===== src/rtl/serial_cmd_pkg.sv =====
// Shared types for the serial command controller and the MAC/accumulator datapath.
package serial_cmd_pkg;

  // Controller states
  typedef enum logic [2:0] {
    ST_IDLE,
    ST_START,
    ST_ADDR,
    ST_OP,
    ST_STOP,
    ST_EXEC,
    ST_SKIP
  } state_t;

  // Opcode names understood by the datapath (3-bit opcode field)
  typedef enum logic [2:0] {
    OUT_DATA1 = 3'd0,
    OUT_DATA2 = 3'd1,
    LOAD_A    = 3'd2,
    LOAD_B    = 3'd3,
    CLEAR_ACC = 3'd4,
    MUL       = 3'd5,
    MUL_ADD   = 3'd6,
    OP_NOP    = 3'd7
  } op_name_t;

  // Largest of three integers, used for counter sizing
  function automatic int max3(input int a, input int b, input int c);
    int m;
    m = (a > b) ? a : b;
    return (m > c) ? m : c;
  endfunction

endpackage


===== src/rtl/serial_bit_sampler.sv =====
// Two-flop synchroniser for rx plus a bit-period counter that strobes at mid-bit.
// While hunt is high the counter waits preloaded for the half-bit to the start-bit centre.
module serial_bit_sampler #(
  parameter int BIT_PERIOD = 4
) (
  input  logic clk,
  input  logic nRst,
  input  logic rx,
  input  logic hunt,
  output logic rx_s,
  output logic strobe
);

  localparam int CNT_W = (BIT_PERIOD > 1) ? $clog2(BIT_PERIOD) : 1;
  localparam logic [CNT_W-1:0] HALF_LOAD = CNT_W'((BIT_PERIOD / 2 > 0) ? BIT_PERIOD / 2 - 1 : 0);
  localparam logic [CNT_W-1:0] FULL_LOAD = CNT_W'(BIT_PERIOD - 1);

  logic             sync1_reg;
  logic             sync2_reg;
  logic [CNT_W-1:0] cnt_reg;

  assign rx_s   = sync2_reg;
  assign strobe = !hunt && (cnt_reg == '0);

  // Synchronise rx into the clk domain; flops rest at the idle line level
  always_ff @(posedge clk or negedge nRst) begin
    if (!nRst) begin
      sync1_reg <= 1'b1;
      sync2_reg <= 1'b1;
    end else begin
      sync1_reg <= rx;
      sync2_reg <= sync1_reg;
    end
  end

  // Mid-bit counter: half period to the start-bit centre, then full periods
  always_ff @(posedge clk or negedge nRst) begin
    if (!nRst) begin
      cnt_reg <= HALF_LOAD;
    end else if (hunt) begin
      cnt_reg <= HALF_LOAD;
    end else if (cnt_reg == '0) begin
      cnt_reg <= FULL_LOAD;
    end else begin
      cnt_reg <= cnt_reg - 1'b1;
    end
  end

endmodule


===== src/rtl/serial_cmd_ctrl.sv =====
// Serial command controller: receives address+opcode frames, filters on own/broadcast
// address, checks the stop bit and presents the opcode for a per-opcode execute window.
module serial_cmd_ctrl
  import serial_cmd_pkg::*;
#(
  parameter int                      ADDR_W       = 8,
  parameter int                      OP_W         = 3,
  parameter int                      BIT_PERIOD   = 4,
  parameter logic [OP_W-1:0]         NOP          = OP_W'((1 << OP_W) - 1),
  parameter logic [(1<<OP_W)-1:0]    PULSE_MASK   = 8'h60,
  parameter logic [(1<<OP_W)-1:0]    LONG_MASK    = 8'h0C,
  parameter int                      LONG_CYCLES  = 128,
  parameter int                      SHORT_CYCLES = 32,
  parameter int                      GUARD        = 8
) (
  input  logic              clk,
  input  logic              nRst,
  input  logic [ADDR_W-1:0] address,
  input  logic              rx,
  output logic [OP_W-1:0]   opcode,
  output logic              op_valid,
  output logic              busy,
  output logic              frame_err
);

  // Skip time after a foreign-address frame: rest of the frame plus the guard gap
  localparam int SKIP_CYCLES = (OP_W + 1) * BIT_PERIOD + GUARD;
  localparam int WCNT_W      = $clog2(max3(LONG_CYCLES, SHORT_CYCLES, SKIP_CYCLES) + 1);
  localparam int BIDX_W      = $clog2(max3(ADDR_W, OP_W, 1) + 1);

  // Counters hold "cycles remaining minus one" so each state lasts exactly N cycles
  localparam logic [WCNT_W-1:0] LONG_LOAD  = WCNT_W'(LONG_CYCLES - 1);
  localparam logic [WCNT_W-1:0] SHORT_LOAD = WCNT_W'(SHORT_CYCLES - 1);
  localparam logic [WCNT_W-1:0] SKIP_LOAD  = WCNT_W'(SKIP_CYCLES - 1);
  localparam logic [WCNT_W-1:0] GUARD_LOAD = WCNT_W'((GUARD > 0) ? GUARD - 1 : 0);

  state_t              state_reg;
  logic [OP_W-1:0]     opcode_reg;
  logic                op_valid_reg;
  logic                busy_reg;
  logic                frame_err_reg;
  logic [ADDR_W-1:0]   addr_sh_reg;
  logic [OP_W-1:0]     op_sh_reg;
  logic [BIDX_W-1:0]   bit_idx_reg;
  logic [WCNT_W-1:0]   wcnt_reg;

  logic                rx_s;
  logic                strobe;
  logic                hunt;
  logic [ADDR_W-1:0]   addr_next;
  logic [OP_W-1:0]     op_next;
  logic                addr_match;

  assign opcode    = opcode_reg;
  assign op_valid  = op_valid_reg;
  assign busy      = busy_reg;
  assign frame_err = frame_err_reg;

  // The sampler only counts bit periods while a frame is being received
  assign hunt = !(state_reg inside {ST_START, ST_ADDR, ST_OP, ST_STOP});

  // LSB-first shift: the new bit enters at the top
  assign addr_next  = ADDR_W'({rx_s, addr_sh_reg} >> 1);
  assign op_next    = OP_W'({rx_s, op_sh_reg} >> 1);
  assign addr_match = (addr_next == address) || (addr_next == '1);

  serial_bit_sampler #(
    .BIT_PERIOD(BIT_PERIOD)
  ) u_sampler (
    .clk   (clk),
    .nRst  (nRst),
    .rx    (rx),
    .hunt  (hunt),
    .rx_s  (rx_s),
    .strobe(strobe)
  );

  // Frame FSM with shift registers, window counter and registered outputs
  always_ff @(posedge clk or negedge nRst) begin
    if (!nRst) begin
      state_reg     <= ST_IDLE;
      opcode_reg    <= NOP;
      op_valid_reg  <= 1'b0;
      busy_reg      <= 1'b0;
      frame_err_reg <= 1'b0;
      addr_sh_reg   <= '1;
      op_sh_reg     <= '1;
      bit_idx_reg   <= '0;
      wcnt_reg      <= '0;
    end else begin
      op_valid_reg  <= 1'b0;
      frame_err_reg <= 1'b0;
      case (state_reg)
        ST_IDLE: begin
          if (!rx_s) begin
            busy_reg    <= 1'b1;
            bit_idx_reg <= '0;
            // With one clk per bit the detecting sample already is the start-bit centre
            state_reg   <= (BIT_PERIOD / 2 == 0) ? ST_ADDR : ST_START;
          end
        end
        ST_START: begin
          if (strobe) begin
            if (rx_s) begin
              state_reg <= ST_IDLE;   // too short to be a start bit
              busy_reg  <= 1'b0;
            end else begin
              state_reg <= ST_ADDR;
            end
          end
        end
        ST_ADDR: begin
          if (strobe) begin
            addr_sh_reg <= addr_next;
            if (bit_idx_reg == BIDX_W'(ADDR_W - 1)) begin
              bit_idx_reg <= '0;
              if (addr_match) begin
                state_reg <= ST_OP;
              end else begin
                state_reg <= ST_SKIP;
                wcnt_reg  <= SKIP_LOAD;
              end
            end else begin
              bit_idx_reg <= bit_idx_reg + 1'b1;
            end
          end
        end
        ST_OP: begin
          if (strobe) begin
            op_sh_reg <= op_next;
            if (bit_idx_reg == BIDX_W'(OP_W - 1)) begin
              bit_idx_reg <= '0;
              state_reg   <= ST_STOP;
            end else begin
              bit_idx_reg <= bit_idx_reg + 1'b1;
            end
          end
        end
        ST_STOP: begin
          if (strobe) begin
            if (rx_s) begin
              opcode_reg   <= op_sh_reg;
              op_valid_reg <= 1'b1;
              wcnt_reg     <= ((op_sh_reg != NOP) && LONG_MASK[op_sh_reg]) ? LONG_LOAD : SHORT_LOAD;
              state_reg    <= ST_EXEC;
            end else begin
              frame_err_reg <= 1'b1;
              wcnt_reg      <= GUARD_LOAD;
              state_reg     <= ST_SKIP;
            end
          end
        end
        ST_EXEC: begin
          if (wcnt_reg == '0) begin
            opcode_reg <= NOP;
            state_reg  <= ST_IDLE;
            busy_reg   <= 1'b0;
          end else begin
            wcnt_reg <= wcnt_reg - 1'b1;
            // Pulse opcodes are shown for their first cycle only; the window still runs
            if (op_valid_reg && PULSE_MASK[opcode_reg]) begin
              opcode_reg <= NOP;
            end
          end
        end
        ST_SKIP: begin
          if (wcnt_reg != '0) begin
            wcnt_reg <= wcnt_reg - 1'b1;
          end else if (rx_s) begin
            // A line stuck low is held here instead of being taken as a new start bit
            state_reg <= ST_IDLE;
            busy_reg  <= 1'b0;
          end
        end
        default: begin
          state_reg  <= ST_IDLE;
          opcode_reg <= NOP;
          busy_reg   <= 1'b0;
        end
      endcase
    end
  end

endmodule


===== config.mk =====
export PLATFORM = sky130hd
export DESIGN_NAME = serial_cmd_ctrl
export DESIGN_NICKNAME = d
export VERILOG_FILES = /design/src/rtl/serial_cmd_pkg.sv /design/src/rtl/serial_bit_sampler.sv /design/src/rtl/serial_cmd_ctrl.sv
export SDC_FILE = /design/constraint.sdc
export NUM_CORES = 1
export LEC_CHECK = 0
export CORE_ASPECT_RATIO = 1.75
export CORE_MARGIN = 3
export CORE_UTILIZATION = 35
export DETAILED_ROUTE_END_ITERATION = 7
export PLACE_DENSITY_LB_ADDON = 0.2
export RECOVER_POWER = 25
export SKIP_CTS_REPAIR_TIMING = 1
export SYNTH_ARGS = -nofsm -noshare
export SYNTH_HDL_FRONTEND = slang
export SYNTH_HIERARCHICAL = 1
export SYNTH_SLANG_ARGS = --single-unit

===== constraint.sdc =====
create_clock -name clk -period 3.3 [get_ports clk]
set_clock_uncertainty 0.2 [all_clocks]
set_input_delay 0.33 -clock clk [delete_from_list [all_inputs] [get_ports clk]]
set_output_delay 0.33 -clock clk [all_outputs]
set_load 0.02 [all_outputs]

==> results by group <==
CTS
  • Clock sink total: 35
  • Worst-path clk slew: 0.06 ns
  • Max Buffers Root-to-Sink: 2
  • Clock root buffer: clkbuf_8
  • Clock latency at the later pin of the worst-skew pair: 0.28 ns
  • CTS Buf Count: 5
  • TritonCTS clock tree: built
  • H-tree depth: 2

Setup path
  • R2r worst-path depth: 9
  • Crit path max fanout: 10
  • Crit path kind: register to register
  • Worst-path cell chain: nor2_1, xnor2_1, nor2b_1, buf_4, or3_1, a22oi_1, a221oi_4, and2_1, o211a_1
  • CP max stage delay: 0.41 ns
  • Startpoint Class: register
  • Worst Path Required: 3.27 ns
  • Crit-path slowest cell: nor2_1
  • Arrival @ worst endpoint: 2.77 ns
  • CP Capture Type: register

Hold path
  • Hold Path Depth: 0
  • Hold crit path type: register to register

Place
  • Port Buf Inserts: 16
  • Dpl ws: 0.709 ns
  • DP HPWL: 3370 µm
  • Placer congestion estimate: 0.823
  • Cell count after placement: 292

Floorplan
  • Die area: 0.00686 mm²
  • Core box area: 0.00563 mm²
  • Top-level port count: 17
  • Initial Utilization: 36.5%
  • Row count: 36
  • Die width: 63.9 µm
  • DIE HEIGHT: 107 µm

Power and ir drop
  • Total chip power: 752 µW
  • Leak Pwr: 0.000953 µW
  • Flop pwr share: 57.9%
  • Sw Share: 21.1%
  • Internal Pwr Total: 593 µW
  • Switching pwr: 159 µW
  • Clock share of power: 38.6%
  • Worst vdd ir: 206 µV
  • Power Density: 319 mW/mm²
  • Power share of the combinational group: 3.5%

Yosys
  • Yosys warning total: 6
  • Primary FF master, synth: dfrtp_1
  • Flops & latches, synth: 35
  • Synth async-reset ratio: 100%
  • Post-synth top area cell: dfrtp_1
  • Yosys cell types: 53
  • EDFF count, synth: 0
  • Mapped Area: 0.00205 mm²
  • Sequential-to-total area share from yosys stat: 43.6%
  • Syn Nets: 223
  • Top cells by area, synth: dfrtp_1, dfstp_2, mux2_2
  • Mean Syn Cell Area: 9.92 µm²
  • Synth top area share: 23.1%
  • Cells after Synth: 207

Timing
  • Final hold vios: 0
  • Max_slew headroom: -20.7%
  • Max Slew Vio Count: 36
  • Setup TNS: 0 ns
  • Fmax: 357 MHz
  • Post-route worst setup slack: 0.500 ns
  • Worst-margin pin slew: 1.81 ns
  • Final setup fails: 0
  • Min Tclk post-route: 2.80 ns
  • Final period util: 84.9%
  • Unrepaired setup endpoints after global routing: no

GRT
  • First-pass GRT wire length: 7670 µm
  • Initial antenna violation count: 0
  • Overall routing resource usage: 14.4%
  • Largest net degree at the start of global routing: 36
  • Grt ovf: 0
  • Number of global-route vias before repair: 1632

Finish
  • Antenna Cells: 0
  • Net count, final: 240
  • Area growth syn-to-layout: 14.7%
  • Layout cell share with drive strength beyond 1: 19.6%
  • Max FFs per register: 8
  • Layout Cells excl Fill: 301

Routing
  • Pre-antenna DRT Iters: 4
  • Final WL: 4580 µm
  • DR WL/cell: 15.2 µm
  • Vias/cell: 5.34
  • Iter 0 DRT Violations: 58
  • ANT nets after route: 0
  • DRC Markers: 0
  • Total vias in the final route: 1606

Run
  • Max-cap violations: 1

Outcome
  • Status: finished, violations left
  • Failing checks: max-capacitance violations, max-slew violations
==> layer usage <==
metal | vias to the layer above | GRT usage (%) | share of wire [%]
met5 | - | 0 | 0
met2 | 24 | 25.8 | 54
met1 | 776 | 15.5 | 41
li1 | 797 | - | -
met4 | 0 | 7.57 | 2.9
met3 | 9 | 3.03 | 2.7
==> through the flow <==
step | hold slack, ns | cell area [µm²] | util [%]
after detailed placement | 0.147 | 2270 | 40.4
after floorplan | -0.166 | 2050 | -
after global routing | 0.160 | 2360 | 41.9
after CTS | -0.0537 | 2360 | 41.8
final | 0.156 | 2360 | 41.9
after global placement | 0.146 | 2270 | 40.4
==> power groups by stage <==
stage                     registers, µW  logic, µW  clock network [µW]
after detailed placement            443       26.9                   0
after floorplan                     440       7.99                   0
final                               435       26.2                 291
after global routing                435       29.4                 323
after global placement              443       26.5                   0
after CTS                           435       26.9                 304
==> Yosys cell counts (all sizes together), types with 2 or more instances <==
library cell	n
nand3	10
ha	5
and2	3
nand3b	3
nand2	15
nor2b	2
xnor2	3
o31ai	4
xor2	9
inv	11
o22a	3
nor2	9
a211oi	3
a22o	3
buf	6
a21oi	11
nand4	5
or3	3
dfstp	16
o21ai	15
clkbuf	6
dfrtp	19
a31oi	3
nor4	3
nor3	4
mux2	10
or2	2
and3	3
==> kinds of logic after synthesis <==
| logic type | synth area share (%) |
|---|---|
| adders and majority gates | 3.05 |
| AOI/OAI and AO/OA | 18.3 |
| buffers and inverters | 5.30 |
| xor gates and xnor gates | 5.12 |
| DFF | 43.6 |
| muxes | 5.48 |
| and+or+nand+nor | 19.1 |
==> placed cells by master (no fill, tap or decap), types with 4 or more instances in the layout <==
cell type        instances
a21oi_1                 11
xor2_1                   9
nand2_1                 15
o21ai_0                 15
nand3_1                 10
clkdlybuf4s50_1         14
dfrtp_1                 19
nand4_1                  5
inv_1                   11
buf_4                    5
dfstp_2                 16
clkbuf_8                 5
mux2_2                  10
ha_1                     5
nor2_1                   9
o31ai_1                  4
==> critical path: cells and delay by family, from the launching register on <==
family | cells | cell delay [ns]
simple gates | 4 | 1.11
compound gates | 3 | 0.60
flops | 1 | 0.38
xor+xnor | 1 | 0.22
buf+inv | 1 | 0.18
==> final cells by class <==
type | instances | area [µm²]
tap | 76 | 95.1
multi-input combinational | 149 | 1040
timing repair buffer | 22 | 201
clock inverter | 1 | 5.00
clock buffer | 7 | 76.3
sequential | 35 | 896
inverter | 11 | 41.3
fill | 561 | 3270
==> final timing paths <==
check                                         startpoint                        to  slack (ns)
max in group asynchronous                           nRst  state_reg[0]$_DFFE_PN0P_        0.98
min in group asynchronous                           nRst   wcnt_reg[6]$_DFFE_PN0P_        0.88
min                        u_sampler/sync1_reg$_DFF_PN1_  u_sampler/rx_s$_DFF_PN1_        0.16
max                             state_reg[1]$_DFFE_PN0P_   wcnt_reg[4]$_DFFE_PN0P_        0.50
max reg2reg                     state_reg[1]$_DFFE_PN0P_   wcnt_reg[4]$_DFFE_PN0P_        0.50
min reg2reg                u_sampler/sync1_reg$_DFF_PN1_  u_sampler/rx_s$_DFF_PN1_        0.16
(Power assumes the default switching activity.)
